### config.mk
export PLATFORM = sky130hd
export DESIGN_NAME = irq_pending_latch
export DESIGN_NICKNAME = d
export VERILOG_FILES = /design/src/rtl/irq_defs.sv /design/src/rtl/prio_enc8.sv /design/src/rtl/irq_pending_latch.sv
export SDC_FILE = /design/constraint.sdc
export NUM_CORES = 1
export LEC_CHECK = 0
export CORE_MARGIN = 4
export CORE_UTILIZATION = 50
export DETAILED_ROUTE_END_ITERATION = 10
export PLACE_DENSITY = 0.79
export RECOVER_POWER = 50
export SYNTH_ARGS = -nofsm -noshare
export SYNTH_HDL_FRONTEND = slang
export SYNTH_SLANG_ARGS = --single-unit
### constraint.sdc
create_clock -name clk -period 2.45 [get_ports clk]
set_clock_uncertainty 0.2 [all_clocks]
set_input_delay 0.6125 -clock clk [delete_from_list [all_inputs] [get_ports clk]]
set_output_delay 0.6125 -clock clk [all_outputs]
set_load 0.05 [all_outputs]
### src/rtl/irq_defs.sv
`default_nettype none
// ============================================================================
// Package  : irq_defs
// Purpose  : Shared widths, FSM state encoding and a small index-to-mask
//            helper for the interrupt pending latch and its priority encoder.
// Revision : 1.0 - initial release
// ============================================================================
package irq_defs;

  localparam int N_REQ = 8;
  localparam int IDX_W = 3;

  typedef enum logic [0:0] {
    IDLE  = 1'b0,
    OFFER = 1'b1
  } state_t;

  // One-hot mask selecting the request numbered by idx.
  function automatic logic [N_REQ-1:0] idx_to_mask(input logic [IDX_W-1:0] idx);
    logic [N_REQ-1:0] mask;
    mask      = '0;
    mask[idx] = 1'b1;
    return mask;
  endfunction

endpackage : irq_defs
`default_nettype wire

### src/rtl/prio_enc8.sv
`default_nettype none
// ============================================================================
// Module   : prio_enc8
// Purpose  : Combinational 8-to-3 priority encoder, highest set bit wins.
// Ports    : in  [7:0] - request vector (bit 7 = highest priority)
//            idx [2:0] - number of the highest set bit (0 when in == 0)
//            any       - at least one bit of in is set
// Revision : 1.0 - initial release
// ============================================================================
module prio_enc8
  import irq_defs::*;
(
  input  logic [N_REQ-1:0] in,
  output logic [IDX_W-1:0] idx,
  output logic             any
);

  always_comb begin
    idx = '0;
    // Ascending scan so the last (highest) set bit overrides the others.
    for (int i = 0; i < N_REQ; i++) begin
      if (in[i]) begin
        idx = IDX_W'(i);
      end
    end
  end

  assign any = |in;

endmodule : prio_enc8
`default_nettype wire

### src/rtl/irq_pending_latch.sv
`default_nettype none
// ============================================================================
// Module   : irq_pending_latch
// Purpose  : Synchronises eight asynchronous request lines, converts rising
//            edges (or levels) into sticky pending bits and offers the
//            highest-priority enabled pending request under a valid/ack
//            handshake. A pending bit is cleared only when acknowledged.
// Params   : EDGE        - 1 = rising-edge capture, 0 = level capture
//            SYNC_STAGES - synchroniser depth on req (2 or 3)
// Ports    : clk      - clock, all state on the rising edge
//            rst_n    - asynchronous active-low reset
//            req      - asynchronous request lines
//            en       - offer mask (does not block capture)
//            ack      - consumer accepts idx (ignored while valid = 0)
//            ovf_clr  - pulse clearing all overflow flags
//            valid    - idx holds an offered request
//            idx      - encoded request number
//            pending  - raw pending register
//            ovf      - sticky per-bit lost-event flags
// Revision : 1.0 - initial release
// ============================================================================
module irq_pending_latch
  import irq_defs::*;
#(
  parameter int EDGE        = 1,
  parameter int SYNC_STAGES = 2
) (
  input  logic             clk,
  input  logic             rst_n,
  input  logic [N_REQ-1:0] req,
  input  logic [N_REQ-1:0] en,
  input  logic             ack,
  input  logic             ovf_clr,
  output logic             valid,
  output logic [IDX_W-1:0] idx,
  output logic [N_REQ-1:0] pending,
  output logic [N_REQ-1:0] ovf
);

  // --------------------------------------------------------------------------
  // Synchroniser chain plus history flop. Everything resets to 0, so a request
  // held high through reset appears as a fresh rising edge after release.
  // --------------------------------------------------------------------------
  logic [SYNC_STAGES-1:0][N_REQ-1:0] sync_q;
  logic [N_REQ-1:0]                  sync;
  logic [N_REQ-1:0]                  hist;

  always_ff @(posedge clk or negedge rst_n) begin
    if (!rst_n) begin
      sync_q <= '0;
      hist   <= '0;
    end else begin
      sync_q <= {sync_q[SYNC_STAGES-2:0], req};
      hist   <= sync;
    end
  end

  assign sync = sync_q[SYNC_STAGES-1];

  // --------------------------------------------------------------------------
  // Capture: set vector for the pending register and overflow flags.
  // --------------------------------------------------------------------------
  logic [N_REQ-1:0] set_bits;
  logic [N_REQ-1:0] clr_bits;

  generate
    if (EDGE != 0) begin : g_edge
      logic [N_REQ-1:0] rise;
      logic [N_REQ-1:0] ovf_set;

      assign rise     = sync & ~hist;
      assign set_bits = rise;
      // A new edge on a bit that is still pending is a lost event, even if
      // that bit is being acknowledged in this very cycle.
      assign ovf_set  = rise & pending;

      always_ff @(posedge clk or negedge rst_n) begin
        if (!rst_n) begin
          ovf <= '0;
        end else begin
          // Set has priority over the clear pulse.
          ovf <= (ovf & ~{N_REQ{ovf_clr}}) | ovf_set;
        end
      end
    end else begin : g_level
      assign set_bits = sync;
      assign ovf      = '0;
    end
  endgenerate

  // --------------------------------------------------------------------------
  // Pending register. Set wins over an acknowledge clear on the same bit.
  // --------------------------------------------------------------------------
  state_t state;
  state_t state_nx;

  assign clr_bits = ((state == OFFER) && ack) ? idx_to_mask(idx) : '0;

  always_ff @(posedge clk or negedge rst_n) begin
    if (!rst_n) begin
      pending <= '0;
    end else begin
      pending <= (pending & ~clr_bits) | set_bits;
    end
  end

  // --------------------------------------------------------------------------
  // Offer selection on the enabled pending bits.
  // --------------------------------------------------------------------------
  logic [N_REQ-1:0] m;
  logic [IDX_W-1:0] enc_idx;
  logic             enc_any;

  assign m = pending & en;

  prio_enc8 u_prio_enc8 (
    .in  (m),
    .idx (enc_idx),
    .any (enc_any)
  );

  // --------------------------------------------------------------------------
  // Handshake FSM. idx is loaded only when leaving IDLE and is frozen while
  // an offer is outstanding, so neither a higher-priority arrival nor a mask
  // change disturbs an offer already presented.
  // --------------------------------------------------------------------------
  logic [IDX_W-1:0] idx_nx;

  always_comb begin
    state_nx = state;
    idx_nx   = idx;
    case (state)
      IDLE: begin
        if (enc_any) begin
          idx_nx   = enc_idx;
          state_nx = OFFER;
        end
      end
      OFFER: begin
        if (ack) begin
          state_nx = IDLE;
        end
      end
      default: begin
        state_nx = IDLE;
      end
    endcase
  end

  always_ff @(posedge clk or negedge rst_n) begin
    if (!rst_n) begin
      state <= IDLE;
      idx   <= '0;
    end else begin
      state <= state_nx;
      idx   <= idx_nx;
    end
  end

  assign valid = (state == OFFER);

endmodule : irq_pending_latch
`default_nettype wire
After elaboration in Yosys (flattened, before gate mapping) --
Index checks and enable logic that the tools add are counted.
Storage, ports and cells: register bits after elaboration 44, latch bits 0, RAM bits 0, ROM bits 0, input port bits 20, word-level logic and storage cells 37, memories kept 0
Cells by class: add/subtract/negate cells 0, $mul 0, div/mod/pow operators 0, magnitude comparators 2, eq/ne operators 0, shifts and indexed selects 0, muxes and demuxes 13, bitwise operators 11, reductions and logical operators 4
Operators by type and width (number):
- 8-bit bitwise AND | 5
- 8-bit NOT | 3
- 8-bit bitwise OR | 2
- 3-bit two-way mux | 4
- 8-bit two-way mux | 1
- 8-bit OR reduction | 1
- 3-bit by 4-bit less-than comparator with 1-bit output, second input constant | 1
- 1-bit two-way mux | 4
- 2-bit two-way mux | 2
- 1-bit demux with 3-bit select | 1
- 3-bit by 1-bit >= comparator with 1-bit output, second input constant | 1
- 1-bit logical AND | 2
- 1-bit case mux with 2 select lines | 1
- 2-bit AND reduction | 1
- 1-bit NOT | 1

Depth between registers and ports, before layout --
Gate-level depths: netlist of run 1.
depth in word-level cells 8, mapped depth 4, depth with buffers taken out 4

Modules after synthesis --
A second synthesis of run 1 with hierarchy kept.
Second synthesis, totals: cells, all modules 123, area, all modules 1545.2 um^2
Modules (own cells, without submodules):
- irq_pending_latch | instances 1, cells each 111, area each 1478.9 um^2, seq. area each 1101.1 um^2
- prio_enc8 | instances 1, cells each 12, area each 66.3 um^2, seq. area each 0.0 um^2

Worst setup path before layout of run 1 --
Ideal clock, no wire load.
kind register -> register, from reg pending[5], to reg idx[1], library setup time 0.125 ns, arrival time 1.563 ns, slack 0.562 ns, stages on the path, launching flop included 5, path buffers 0, clock period less this slack 1.888 ns, cell sequence dfrtp_1 a22o_1 and3b_2 a21oi_4 mux2_4
On the way: longest elaborated chain between the ends 4, elaborated cells on any way between the ends 6
RTL lines:
- from (decl) | RTL line irq_pending_latch.sv:36 | output logic [N_REQ-1:0] pending,
- from (signal assigned) | RTL line irq_pending_latch.sv:103 | pending <= (pending & ~clr_bits) | set_bits;
- 8-bit bitwise AND (*) | RTL line irq_pending_latch.sv:114 | assign m = pending & en;
- 3-bit two-way mux (3 in series) | RTL line prio_enc8.sv:22 | if (in[i]) begin
- to (signal assigned) | RTL line irq_pending_latch.sv:156 | idx <= idx_nx;
- to (decl) | RTL line irq_pending_latch.sv:35 | output logic [IDX_W-1:0] idx,
Every way passes the cells marked *; elsewhere a longest branch is shown, timed or not. A chain may end at the register's enable or synchronous reset.

Worst setup path after layout of run 1 --
from reg pending[0], to out pending[0]
No word-level cell between the ends.

==> qor.yml, run 1 <==
outcome:
  outcome: "finished clean"
sta:
  setup_viol: 0
  slew_headroom_pct: 6.77
  finalCriticalPeriod_ns: 2.37
  setup_ws_ns: 0.0764
  fmax_ghz: 0.421
  hold_viol: 0
  rsz0062_at_grt: "false"
  min_period_over_period_pct: 96.9
  fin_hold_ws_ns: 0.163
  worst_pin_slew_ns: 1.40
  slew_violations: 0
  fin_tns_setup_ns: 0
floorplanning:
  core_mm2: 0.00285
  die_x_um: 63.3
  die_h_um: 63.3
  dieArea_mm2: 0.00401
  start_util_pct: 53.7
  rows: 19
  num_io_pins: 40
final_layout:
  finalNetCount: 186
  antenna_cells: 0
  syn2layout_area_growth_pct: 32.5
  drive_gt1_share_pct: 8.38
  n_fill_cell: 213
  stdcell_count: 198
grt:
  antenna_found_initial: 0
  track_usage_pct: 17.4
  grt_start_max_net_pins: 28
  grt_pass1_wl_um: 5260
  grt_pass1_vias: 1149
  gr-total-overflow: 0
clock_tree:
  cts_setup_buffers: 0
  h-tree-depth: 2
  clockBufferDepth: 2
  clkTransAtPathRegs_ns: 0.12
  cts_tree: "done"
  clock_sinks: 44
  numCtsBuffers: 5
  insertion_delay_ns: 0.36
  ctsRootBufferMaster: "clkbuf_4"
  cts-hold-fix-buffers: 0
logic_synthesis:
  yosysSeqAreaShare_pct: 71.9
  yosysWarnings: 0
  avgSynthCellArea_um2: 12.9
  synth-seq-cells: 44
  syn_area_mm2: 0.00153
  synth.net_count: 139
  yosysUniqueCellTypes: 17
  synthCells: 119
detailed_routing:
  vias: 1061
  drt_iter0_drc: 31
  wl_per_cell_um: 15.5
  viasPerCell: 5.36
  drt_pass1_iterations: 4
  ant_nets: 0
  totalWireLength_um: 3060
  drc: 0
place:
  place_congestion: 0.759
  dpl.hpwl_um: 2280
  post-place-ws_ns: 0.149
  io_buffers: 39
  place_inst: 190
worst_hold_path:
  hold_class: "reg -> reg"
power_and_ir_drop:
  leakagePower_uw: 0.000914
  comb_power_share_pct: 37.6
  power_frac_seq_pct: 45.6
  p_int_uw: 1260
  p_sw_share_pct: 41.0
  power.switching_uw: 877
  vdd_ir_drop_max_mv: 0.561
  p_clk_share_pct: 16.8
  powerDensity_mw_per_mm2: 1050
worst_setup_path:
  worstPathArrival_ns: 1.56
  required_ns: 1.64
  cp_top_family: "buffers and inverters"
  path_class: "reg -> out"
  critPathBufInv: 1
  cp_slowest_cell: "clkdlybuf4s50_1"
  max_stage_delay_ns: 0.82
  path_max_fanout: 4
  crit_chain: "clkdlybuf4s50_1"
  rrSetupSlack_ns: 0.81
  start_kind: "flop"
  end_kind: "output port"
job:
  drv_cap: 0
-- cell families (layout without fill, tap and decap cells) --
group | after synthesis | count (layout) | synth area share (%)
AOI/OAI and AO/OA | 33 | 33 | 13.1
buffers and inverters | 17 | 65 | 4.17
and+or+nand+nor | 23 | 23 | 8.91
DFF | 44 | 44 | 71.9
muxes | 2 | 2 | 1.96
-- cell usage after synthesis --
library cell / n / area (um2)
a32oi_1: 1 / 8.76
nand3_1: 2 / 10.0
o31ai_1: 2 / 15.0
mux2_4: 2 / 30.0
a21o_2: 1 / 8.76
o211ai_1: 2 / 15.0
inv_1: 17 / 63.8
and3_1: 1 / 6.26
and3b_2: 1 / 10.0
nand3b_1: 9 / 67.6
nand2b_1: 2 / 12.5
a22oi_1: 1 / 7.51
o21ai_0: 24 / 120
a21oi_4: 1 / 16.3
dfrtp_1: 44 / 1100
a22o_1: 1 / 8.76
nand2_1: 8 / 30.0
-- sequential cells by signal, summed over array words and instances (netlist names) --
register / cells
hist: 8
ovf: 8
sync: 8
sync_q: 8
valid: 1
pending: 8
idx: 3
-- per-stage QoR --
stage / util, % / cell area (um2) / total power [uW]
CTS: 70.7 / 2020 / 2170
global route: 71.1 / 2030 / 2260
finish: 71.1 / 2030 / 2140
detailed placement: 68.7 / 1960 / 1830
global placement: 68.7 / 1960 / 1800
floorplan: - / 1530 / 1500
-- repair_timing --
action	in CTS	in global routing
resized for setup	4	6
setup endpoints to repair	4	6
pin swaps	0	0
-- placed cells by master, fill, tap and decap left out --
cell	n
a21o_2	1
a21oi_4	1
a22o_1	1
a22oi_1	1
a32oi_1	1
and3_1	1
and3b_2	1
buf_4	1
clkbuf_1	2
clkbuf_2	1
clkbuf_4	5
clkbuf_8	1
clkdlybuf4s50_1	19
clkinvlp_4	1
dfrtp_1	44
dlygate4sd2_1	4
dlygate4sd3_1	8
dlymetal6s2s_1	6
inv_1	17
mux2_4	2
nand2_1	8
nand2b_1	2
nand3_1	2
nand3b_1	9
o211ai_1	2
o21ai_0	24
o31ai_1	2
-- layer usage --
| layer | GRT usage [%] | share of wire, % |
|---|---|---|
| met3 | 7.10 | 5.5 |
| met1 | 20.0 | 41 |
| met2 | 28.4 | 51 |
| met4 | 7.82 | 2.5 |
| met5 | 0 | 0 |
-- worst paths after layout --
kind,startpoint,endpoint,cells after the start
max,pending[0]$_DFF_PN0_,pending[0],1
min,sync_q[5]$_DFF_PN0_,sync[5]$_DFF_PN0_,0
max reg2reg,pending[3]$_DFF_PN0_,idx[1]$_DFFE_PN0P_,4
min reg2reg,sync_q[5]$_DFF_PN0_,sync[5]$_DFF_PN0_,0
max in group asynchronous,rst_n,idx[1]$_DFFE_PN0P_,2
min in group asynchronous,rst_n,pending[6]$_DFF_PN0_,1
-- cell type report --
type                       instances  area (um2)  area share (%)
tap                               31        38.8            1.91
sequential                        44        1100            54.3
timing repair buffer              40         397            19.5
clock inverter                     1        7.51           0.370
clock buffer                       7        55.1            2.71
inverter                          17        63.8            3.14
multi-input combinational         58         367            18.1
-- power groups by stage --
stage,sequential (uW),clock [uW],combinational [uW]
3_5_place_dp,992,0,836
5_1_grt,996,412,857
6_report,975,359,804
4_1_cts,975,375,819
3_3_place_gp,981,0,820
2_1_floorplan,1310,0,193
(Power assumes the default switching activity.)
==> run 2, diff against run 1 <==
--- a/config.mk
+++ b/config.mk
@@ -10,6 +10,7 @@
 export DETAILED_ROUTE_END_ITERATION = 10
 export PLACE_DENSITY = 0.79
 export RECOVER_POWER = 50
+export SLEW_MARGIN = 20
 export SYNTH_ARGS = -nofsm -noshare
 export SYNTH_HDL_FRONTEND = slang
 export SYNTH_SLANG_ARGS = --single-unit
==> results of run 2 <==
No change in the layout: final DEF, timing and power equal those of run 1.
